File: src/rtl/pipe_is_tracker.sv
// pipe_is_tracker
// Pipeline register chain carrying PC, instruction word and valid bit through
// IF->ID->EX->MEM->WB for the forwarding/hazard unit. Applies pc_en, if_id_en
// and id_ex_clear: stalls PC and IF/ID, and injects NOP_IS bubbles into EX.
// Optional performance counters are built when PIPE_PERF_CNT_EN is defined;
// otherwise stall_cnt/flush_cnt/retire_cnt read constant zero.
module pipe_is_tracker #(
    parameter logic [31:0] RESET_PC = 32'h0000_0000,
    parameter logic [31:0] NOP_IS   = 32'h0000_0013
) (
    input  logic        clk,
    input  logic        rst,
    input  logic        pc_en,
    input  logic        if_id_en,
    input  logic        id_ex_clear,
    input  logic [31:0] npc,
    input  logic [31:0] if_is,
    output logic [31:0] pc,
    output logic [31:0] id_pc,
    output logic [31:0] ex_pc,
    output logic [31:0] mem_pc,
    output logic [31:0] wb_pc,
    output logic [31:0] id_is,
    output logic [31:0] ex_is,
    output logic [31:0] mem_is,
    output logic [31:0] wb_is,
    output logic        id_valid,
    output logic        ex_valid,
    output logic        mem_valid,
    output logic        wb_valid,
    output logic [31:0] stall_cnt,
    output logic [31:0] flush_cnt,
    output logic [31:0] retire_cnt
);

    logic [31:0] r_pc;
    logic [31:0] r_id_pc, r_ex_pc, r_mem_pc, r_wb_pc;
    logic [31:0] r_id_is, r_ex_is, r_mem_is, r_wb_is;
    logic        r_id_valid, r_ex_valid, r_mem_valid, r_wb_valid;

    // Fetch PC: advances only when the hazard unit allows it.
    always_ff @(posedge clk) begin
        if (rst) begin
            r_pc <= RESET_PC;
        end else if (pc_en) begin
            r_pc <= npc;
        end
    end

    // IF/ID: captures the word fetched at the current PC, or holds on stall.
    always_ff @(posedge clk) begin
        if (rst) begin
            r_id_is    <= NOP_IS;
            r_id_pc    <= 32'h0;
            r_id_valid <= 1'b0;
        end else if (if_id_en) begin
            r_id_is    <= if_is;
            r_id_pc    <= r_pc;
            r_id_valid <= 1'b1;
        end
    end

    // ID/EX: no enable; a clear replaces the incoming instruction with a bubble.
    // The bubble word writes x0, so rd!=0 comparisons never match it.
    always_ff @(posedge clk) begin
        if (rst || id_ex_clear) begin
            r_ex_is    <= NOP_IS;
            r_ex_pc    <= 32'h0;
            r_ex_valid <= 1'b0;
        end else begin
            r_ex_is    <= r_id_is;
            r_ex_pc    <= r_id_pc;
            r_ex_valid <= r_id_valid;
        end
    end

    // EX/MEM and MEM/WB: always advance, never stalled.
    always_ff @(posedge clk) begin
        if (rst) begin
            r_mem_is    <= NOP_IS;
            r_mem_pc    <= 32'h0;
            r_mem_valid <= 1'b0;
            r_wb_is     <= NOP_IS;
            r_wb_pc     <= 32'h0;
            r_wb_valid  <= 1'b0;
        end else begin
            r_mem_is    <= r_ex_is;
            r_mem_pc    <= r_ex_pc;
            r_mem_valid <= r_ex_valid;
            r_wb_is     <= r_mem_is;
            r_wb_pc     <= r_mem_pc;
            r_wb_valid  <= r_mem_valid;
        end
    end

    assign pc        = r_pc;
    assign id_pc     = r_id_pc;
    assign ex_pc     = r_ex_pc;
    assign mem_pc    = r_mem_pc;
    assign wb_pc     = r_wb_pc;
    assign id_is     = r_id_is;
    assign ex_is     = r_ex_is;
    assign mem_is    = r_mem_is;
    assign wb_is     = r_wb_is;
    assign id_valid  = r_id_valid;
    assign ex_valid  = r_ex_valid;
    assign mem_valid = r_mem_valid;
    assign wb_valid  = r_wb_valid;

`ifdef PIPE_PERF_CNT_EN
    logic [31:0] r_stall_cnt, r_flush_cnt, r_retire_cnt;

    // Saturating event counters, updated on the same edge as their event.
    always_ff @(posedge clk) begin
        if (rst) begin
            r_stall_cnt  <= 32'h0;
            r_flush_cnt  <= 32'h0;
            r_retire_cnt <= 32'h0;
        end else begin
            if (!pc_en && (r_stall_cnt != 32'hFFFF_FFFF)) begin
                r_stall_cnt <= r_stall_cnt + 32'd1;
            end
            if (id_ex_clear && pc_en && (r_flush_cnt != 32'hFFFF_FFFF)) begin
                r_flush_cnt <= r_flush_cnt + 32'd1;
            end
            if (r_wb_valid && (r_retire_cnt != 32'hFFFF_FFFF)) begin
                r_retire_cnt <= r_retire_cnt + 32'd1;
            end
        end
    end

    assign stall_cnt  = r_stall_cnt;
    assign flush_cnt  = r_flush_cnt;
    assign retire_cnt = r_retire_cnt;
`else
    assign stall_cnt  = 32'h0;
    assign flush_cnt  = 32'h0;
    assign retire_cnt = 32'h0;
`endif

`ifndef SYNTHESIS
    logic [31:0] r_cycle_cnt;

    // Simulation-only: flag pc_en=1 with if_id_en=0, which silently drops
    // the fetched instruction; the hardware does not correct it.
    always_ff @(posedge clk) begin
        if (rst) begin
            r_cycle_cnt <= 32'h0;
        end else begin
            r_cycle_cnt <= r_cycle_cnt + 32'd1;
            if (pc_en && !if_id_en) begin
                $display("pipe_is_tracker: protocol violation pc_en=1 if_id_en=0 drops an instruction at cycle %0d",
                         r_cycle_cnt);
            end
        end
    end
`endif

endmodule

File: config.mk
export PLATFORM = sky130hd
export DESIGN_NAME = pipe_is_tracker
export DESIGN_NICKNAME = d
export VERILOG_FILES = /design/src/rtl/pipe_is_tracker.sv
export SDC_FILE = /design/constraint.sdc
export NUM_CORES = 1
export LEC_CHECK = 0
export ABC_AREA = 1
export CAP_MARGIN = 5
export CORE_AREA = 4 4 176 178
export DETAILED_ROUTE_END_ITERATION = 12
export DIE_AREA = 0 0 180 182
export GPL_TIMING_DRIVEN = 0
export PLACE_DENSITY = 0.69
export RECOVER_POWER = 25
export SYNTH_ARGS = -nofsm -noshare
export SYNTH_HDL_FRONTEND = slang
export SYNTH_SLANG_ARGS = --single-unit
File: constraint.sdc
create_clock -name clk -period 1.2 [get_ports clk]
set_input_delay 0.24 -clock clk [delete_from_list [all_inputs] [get_ports clk]]
set_output_delay 0.24 -clock clk [all_outputs]
set_load 0.05 [all_outputs]
After elaboration in Yosys (flattened, before gate mapping)

Cells that the tools add are included.

Bits of input ports: 69
Register bits after elaboration: 292
Logic and storage cells: 14
Output and inout port bits: 388

Reductions and logical operators: 1

Operator list:

| operator           | count |
|---|---|
| $logic_or A1 B1 Y1 | 1 |

Logic depth before layout (Yosys ltp)

Gate-level depths: netlist of the first run.

Depth after elaboration: 1
Mapped depth: 6
Gate-level depth less buffers: 4

Worst setup path after synthesis of the first run

OpenSTA, ideal clock, no wires.

Kind: reg-to-reg
From: register r_pc[0], in the netlist pc[0]
To: register r_id_pc[0], in the netlist id_pc[0]
Data arrival time: 0.865 ns
Buffers on the path: 0
Clock period less this slack: 0.929 ns
Setup slack: 0.271 ns
Data required time: 1.136 ns
Cell stages (with the launch flop): 5
Setup time: 0.064 ns
Cell sequence: dfxtp_1 > inv_1 > nand2_1 > nand2_1 > nor2_1

RTL lines:

| item                     | RTL line | RTL |
|---|---|---|
| start: declaration       | 36       | `logic [31:0] r_pc;` |
| start signal: assignment | 46       | `r_pc <= npc;` |
| end signal: assignment   | 58       | `r_id_pc <= r_pc;` |
| end: declaration         | 37       | `logic [31:0] r_id_pc, r_ex_pc, r_mem_pc, r_wb_pc;` |

Final worst setup path of the first run

From: register r_ex_pc[23], in the netlist ex_pc[23]
To: output port ex_pc[23]

RTL lines:

| item                     | RTL line | RTL |
|---|---|---|
| start: declaration       | 37       |  |
| start signal: assignment | 72       | `r_ex_pc <= r_id_pc;` |
| end: declaration         | 20       | `output logic [31:0] ex_pc,` |

No word-level cell between the ends.

==> results of run 1 <==
==> path summary, 6_finish.rpt <==
check / start / slack, ns / depth (start not counted) / to
max: ex_pc[23] / -0.10 / 1 / ex_pc[23]
min: pc_en / 0.09 / 4 / pc[31]
max reg2reg: pc[28] / 0.31 / 6 / id_pc[28]
min reg2reg: mem_is[25] / 0.43 / 2 / wb_is[25]
==> tightest hold or removal path, stage by stage <==
cell	delay, ns
buf_2	0.20
nand2_1	0.08
nand2_1	0.05
nor2_1	0.03
==> power by group through the flow <==
| stage | clock, mW | combinational [mW] | sequential, mW |
|---|---|---|---|
| 2_1_floorplan | 0 | 1.67 | 11.6 |
| 3_3_place_gp | 0 | 3.99 | 10.5 |
| 3_5_place_dp | 0 | 4.01 | 10.5 |
| 4_1_cts | 9.69 | 4.71 | 10.4 |
| 5_1_grt | 10.1 | 5.07 | 10.4 |
| 6_report | 9.54 | 4.79 | 10.4 |
==> through the flow <==
stage                 util  hold slack [ns]  setup TNS [ns]
floorplan                -           0.3359               0
global placement    0.4970           0.4052          -74.51
detailed placement  0.4970           0.4100          -74.80
CTS                 0.6190          0.06456          -28.73
global route        0.6268           0.1074          -36.54
finish              0.6268          0.08585          -21.72
==> cells by family (layout without fill, tap and decap cells) <==
kind of cell	Yosys count	after routing
other	1	97
buffers and inverters	433	970
AND/OR/NAND/NOR	577	577
flip-flops	292	292
AO/OA/AOI/OAI	1	1
==> repair_timing <==
item	CTS	global route
hold buffers	1	0
gates resized for setup	2629	19
hold endpoints to repair	3	0
endpoints found under the setup margin	292	296
buffers inserted	100	25
==> cells in the mapped netlist <==
| cell type | number |
|---|---|
| buf_6 | 13 |
| a21oi_1 | 1 |
| dfxtp_1 | 292 |
| buf_4 | 101 |
| or2_2 | 6 |
| inv_1 | 283 |
| nand3_1 | 3 |
| conb_1 | 1 |
| nor2_4 | 1 |
| nor2_1 | 372 |
| inv_2 | 1 |
| buf_2 | 34 |
| nand2_1 | 195 |
| inv_4 | 1 |
==> routing by layer <==
metal	vias to the layer above	track usage	wire, um
met3	64	0.05028	2229
li1	4669	-	-
met2	295	0.3732	18200
met5	-	0	0
met1	4047	0.2011	12100
met4	0	0.06522	1052
==> area by class of cell <==
cell class,count,area share
clock inverters,11,0.007400
flip-flops and latches,292,0.3389
multi-input cells,674,0.1388
plain buffers,148,0.05791
well taps,390,0.02648
clock buffers,43,0.04725
inverters,285,0.05832
repair buffers,483,0.3248
diodes,1,0.0001358
==> layout by cell type (no fill, tap or decap), types with 2 or more instances in the layout <==
master           netlist  final
buf_12                 0      2
buf_2                 34     29
buf_4                101    226
buf_6                 13     14
buf_8                  0    288
bufinv_16              0      3
clkbuf_1               0      8
clkbuf_16              0     31
clkbuf_2               0      5
clkbuf_8               0      5
clkdlybuf4s50_1        0     65
clkinv_2               0      6
conb_1                 1     96
dfxtp_1              292      8
dfxtp_2                0    266
dfxtp_4                0     18
inv_1                283    283
inv_4                  1      2
nand2_1              195    195
nand3_1                3      3
nor2_1               372    372
or2_2                  6      6
==> flow_metrics.py, run 1 <==
metrics = {
    "drt": {
        "remaining_drc_errors": 0,
        "vias": 9075,
        "firstDrtPassIters": 4,
        "routed_wl_um": 33580,
        "via_per_inst": 3.900,
        "drtIter0Drc": 274,
        "wl_per_cell_um": 14.43,
        "ant_nets": 0,
    },
    "worst_setup_path": {
        "crit_path_start_kind": "flop",
        "critPathBufInv": 1,
        "required_ns": 0.96,
        "critical-path-top-delay-family": "flip-flops",
        "worstSetupEndpointType": "output port",
        "crit_type": "flop to output port",
        "cp_slowest_cell": "dfxtp_4",
        "cp.arrival_ns": 1.06,
        "critPathMaxFanout": 2,
        "path_cells": "buf_8",
        "critPathMaxStageDelay_ns": 0.37,
    },
    "cells_and_area": {
        "fin_cells": 2327,
        "regArea_sq_um": 6246,
        "nFillCells": 2257,
        "multi_input_area_sq_um": 2557,
        "syn2layout_area_growth_pct": 80.79,
        "drive_gt1_frac": 0.4669,
        "fin_nets": 1983,
        "design_area_sq_um": 18430,
    },
    "grt": {
        "grt_antenna_before_repair": 1,
        "grt_pass1_vias": 9152,
        "grt-ovfl-total": 0,
        "grt_util_all_layers": 0.1929,
        "grt_max_degree": 15,
        "grt_pass1_wl_um": 50730,
    },
    "cts": {
        "cts_sinks": 292,
        "cts_max_level": 1,
        "cts-root-buf": "clkbuf_16",
        "cts_inserted_buffers": 30,
        "clkSlewWorstSetupHoldPaths_ns": 0.06,
        "clk_path_buf_depth": 3,
        "clk_latency_ns": 0.55,
        "cts_tree": "yes",
    },
    "timing": {
        "setup_viol": 292,
        "fin_worst_skew_ns": 0.009667,
        "relSlewSlack": 0.5299,
        "post-route-period-util": 1.086,
        "layout_min_cycle_time_ns": 1.303,
        "worst_pin_slew_ns": 0.7052,
        "max_freq_mhz": 767.3,
        "finalHoldViolCount": 0,
        "setup_ws_ns": -0.1033,
        "rsz0062_at_grt": "yes",
        "drv_slew": 0,
    },
    "synth": {
        "synthTopCellsByArea": "dfxtp_1 57%, nor2_1 14%, inv_1 10%",
        "synthCells": 1304,
        "synth_xor_area_frac": 0,
        "synth_top_family_by_area": "simple AND/OR/NAND/NOR gates",
        "synthAdderAreaFrac": 0,
        "yosysTopAreaCell": "dfxtp_1",
        "synth_compound_area_frac": 0.0004910,
        "syn_area_per_cell_sq_um": 7.817,
        "syn_area_sq_um": 10190,
        "ys_warn_count": 0,
        "yosysTopAreaCellShare": 0.5735,
        "synth-seq-cells": 292,
        "muxShareOfSynthArea": 0,
        "post_synth_num_cell_types": 14,
        "synth_seq_area_share": 0.5735,
        "yosys.area_share.simple": 0.2150,
    },
    "outcome": {
        "status": "finished, violations left",
        "failed_checks": "negative setup slack",
    },
    "power": {
        "total_power_mw": 24.74,
        "p_per_area_nw_per_um2": 1343,
        "p_sw_mw": 7.104,
        "p_int_mw": 17.64,
        "pwr-share-comb": 0.194,
        "p_seq_frac": 0.421,
        "p_clk_frac": 0.386,
        "ir_drop_mv": 1.124,
        "p_sw_frac": 0.2871,
        "p_leak_nw": 9.032,
    },
    "die": {
        "die_x_um": 180,
        "row_count": 63,
        "die_area_sq_um": 32760,
        "core_sq_um": 29400,
        "die_y_um": 182,
        "start_util": 0.3467,
        "io_pins": 457,
    },
    "placed_design": {
        "gp_congestion": 0.8583,
        "numPortBuffers": 357,
        "hpwl_um": 23270,
        "post_dp_cell_area_sq_um": 14610,
        "dp.cells": 2146,
        "dpl_worst_slack_ns": -0.2860,
    },
    "run": {
        "max_cap_viol_count": 0,
    },
    "min_path": {
        "holdCritPathClass": "primary input to flop",
    },
}
No activity file was read; power rests on OpenSTA's default activity.
==> run 2: changes to the inputs <==
==> constraint.sdc (replaced) <==
create_clock -name clk -period 1.35 [get_ports clk]
set_input_delay 0.27 -clock clk [delete_from_list [all_inputs] [get_ports clk]]
set_output_delay 0.27 -clock clk [all_outputs]
set_load 0.05 [all_outputs]
==> run 2 against run 1 <==
Cell count shrank 2.7%. Critical path type unchanged. Critical path depth is the same. The run now ends clean. Critical endpoint is now pc[11]. Setup slack improved by 0.12 ns.
==> flow_metrics.py, run 2 (synthesized netlist as in run 1, its figures left out) <==
metrics = {
    "outcome": {
        "status": "completed",
    },
    "drt": {
        "drtIter0Drc": 269,
        "wl_per_cell_um": 14.01,
        "via_per_inst": 3.821,
        "firstDrtPassIters": 5,
        "ant_nets": 0,
        "remaining_drc_errors": 0,
        "vias": 8655,
        "routed_wl_um": 31720,
    },
    "cts": {
        "cts_sinks": 292,
        "cts-root-buf": "clkbuf_16",
        "cts_max_level": 1,
        "hold_buffers": 0,
        "clk_latency_ns": 0.55,
        "clkSlewWorstSetupHoldPaths_ns": 0.06,
        "cts_inserted_buffers": 30,
        "clk_path_buf_depth": 3,
        "cts_tree": "yes",
    },
    "worst_setup_path": {
        "critPathMaxStageDelay_ns": 0.37,
        "required_ns": 1.08,
        "path_cells": "buf_8",
        "worstSetupEndpointType": "output port",
        "timing.rr.start": "pc[28]",
        "ff2ff_setup_slack_ns": 0.46,
        "r2r-end": "id_pc[28]",
        "critPathBufInv": 1,
        "cp_slowest_cell": "dfxtp_2",
        "cp.depth": 1,
        "crit_type": "flop to output port",
        "crit_path_start_kind": "flop",
        "cp.arrival_ns": 1.07,
        "critPathMaxFanout": 3,
        "critical-path-top-delay-family": "flip-flops",
        "reg2reg_depth": 6,
    },
    "cells_and_area": {
        "n_antenna_cell": 0,
        "fin_nets": 1922,
        "final_common_cell": "nor2_1",
        "nFillCells": 2486,
        "final_cell_mix": "372 x nor2_1, 283 x inv_1, 195 x nand2_1",
        "syn2layout_area_growth_pct": 69.62,
        "drive_gt1_frac": 0.4165,
    },
    "power": {
        "p_sw_mw": 6.208,
        "p_per_area_nw_per_um2": 1255,
        "p_leak_nw": 8.509,
        "ir_drop_mv": 0.9847,
        "total_power_mw": 21.69,
        "p_seq_frac": 0.426,
        "p_clk_frac": 0.389,
        "p_int_mw": 15.49,
        "pwr-share-comb": 0.185,
        "p_sw_frac": 0.2862,
    },
    "grt": {
        "grt_pass1_vias": 8564,
        "grt_max_degree": 15,
        "grt_antenna_before_repair": 0,
        "grt-ovfl-total": 0,
        "grt_util_all_layers": 0.1812,
        "grt_pass1_wl_um": 47510,
    },
    "placed_design": {
        "numPortBuffers": 357,
        "dpl_worst_slack_ns": -0.1660,
        "hpwl_um": 23270,
        "gp_congestion": 0.8583,
    },
    "timing": {
        "layout_min_cycle_time_ns": 1.336,
        "max_freq_mhz": 748.4,
        "rsz0062_at_grt": "yes",
        "relSlewSlack": 0.5020,
        "setup_ws_ns": 0.01376,
        "finalHoldViolCount": 0,
        "fin_worst_skew_ns": 0.008135,
        "drv_slew": 0,
        "post-route-period-util": 0.9898,
        "setup_viol": 0,
        "worst_pin_slew_ns": 0.7470,
    },
    "die": {
        "core_sq_um": 29400,
        "die_area_sq_um": 32760,
        "start_util": 0.3467,
        "die_y_um": 182,
        "row_count": 63,
        "io_pins": 457,
        "die_x_um": 180,
    },
    "min_path": {
        "min_path_cells": 3,
        "holdCritPathClass": "primary input to flop",
        "hold_path_end": "ex_is[1]",
        "min_from": "rst",
    },
    "run": {
        "max_cap_viol_count": 0,
    },
}
==> run 2: cell count changes in the layout (fill, tap and decap cells not counted), sizes merged <==
cell	delta
buf	-58
clkbuf	-2
diode	-1
dlygate4sd3	-1
==> run 2: layout make-up <==
type / instances / area (sq um) / share of cell area
plain buffers: 148 / 1062 / 0.06144
clock buffers: 43 / 870.8 / 0.05037
clock inverters: 11 / 136.4 / 0.007888
inverters: 285 / 1072 / 0.06202
multi-input cells: 674 / 2557 / 0.1479
flip-flops and latches: 292 / 6202 / 0.3587
well taps: 390 / 488.0 / 0.02822
repair buffers: 422 / 4901 / 0.2835
==> run 2: per-stage QoR <==
stage / instances / setup TNS, ns / util / hold slack [ns] / cell area (sq um)
after CTS: 2246 / -0.02786 / 0.5665 / 0.008386 / 16650
after global routing: 2265 / -1.411 / 0.5881 / 0.01506 / 17290
after detailed placement: 2146 / -26.90 / 0.4970 / 0.4100 / 14610
final: 2265 / 0 / 0.5881 / 0.02654 / 17290
after global placement: 2146 / -26.07 / 0.4970 / 0.4052 / 14610
after floorplan: 1399 / 0 / - / 0.3659 / 10550
==> run 2: metal layers <==
layer,global-route usage,vias up,share of wire
met5,0,-,0
li1,-,4552,-
met2,0.3403,267,0.53
met3,0.05349,58,0.074
met4,0.06035,0,0.028
met1,0.1939,3778,0.36
==> run 2: worst max-delay path by stage <==
stage                start    endpoint  slack (ns)
6_report            pc[11]      pc[11]        0.01
5_1_grt         mem_is[28]  mem_is[28]       -0.03
4_1_cts          ex_pc[23]   ex_pc[23]      -0.006
3_5_place_dp   id_ex_clear   ex_is[24]       -0.17
3_3_place_gp   id_ex_clear   ex_is[22]       -0.18
2_1_floorplan     if_id_en   id_is[25]        0.41
==> run 2: timing repair <==
action | CTS | global route
setup buffers | 46 | 19
setup endpoints to repair | 292 | 205
gates resized for setup | 2265 | 174
==> run 2: power groups by stage <==
| stage | clock network, mW | logic (mW) | registers (mW) |
|---|---|---|---|
| finish | 8.44 | 4.01 | 9.24 |
| global route | 8.96 | 4.25 | 9.27 |
| CTS | 8.61 | 3.88 | 9.23 |
| detailed placement | 0 | 3.56 | 9.32 |
| global placement | 0 | 3.55 | 9.31 |
| floorplan | 0 | 1.49 | 10.3 |
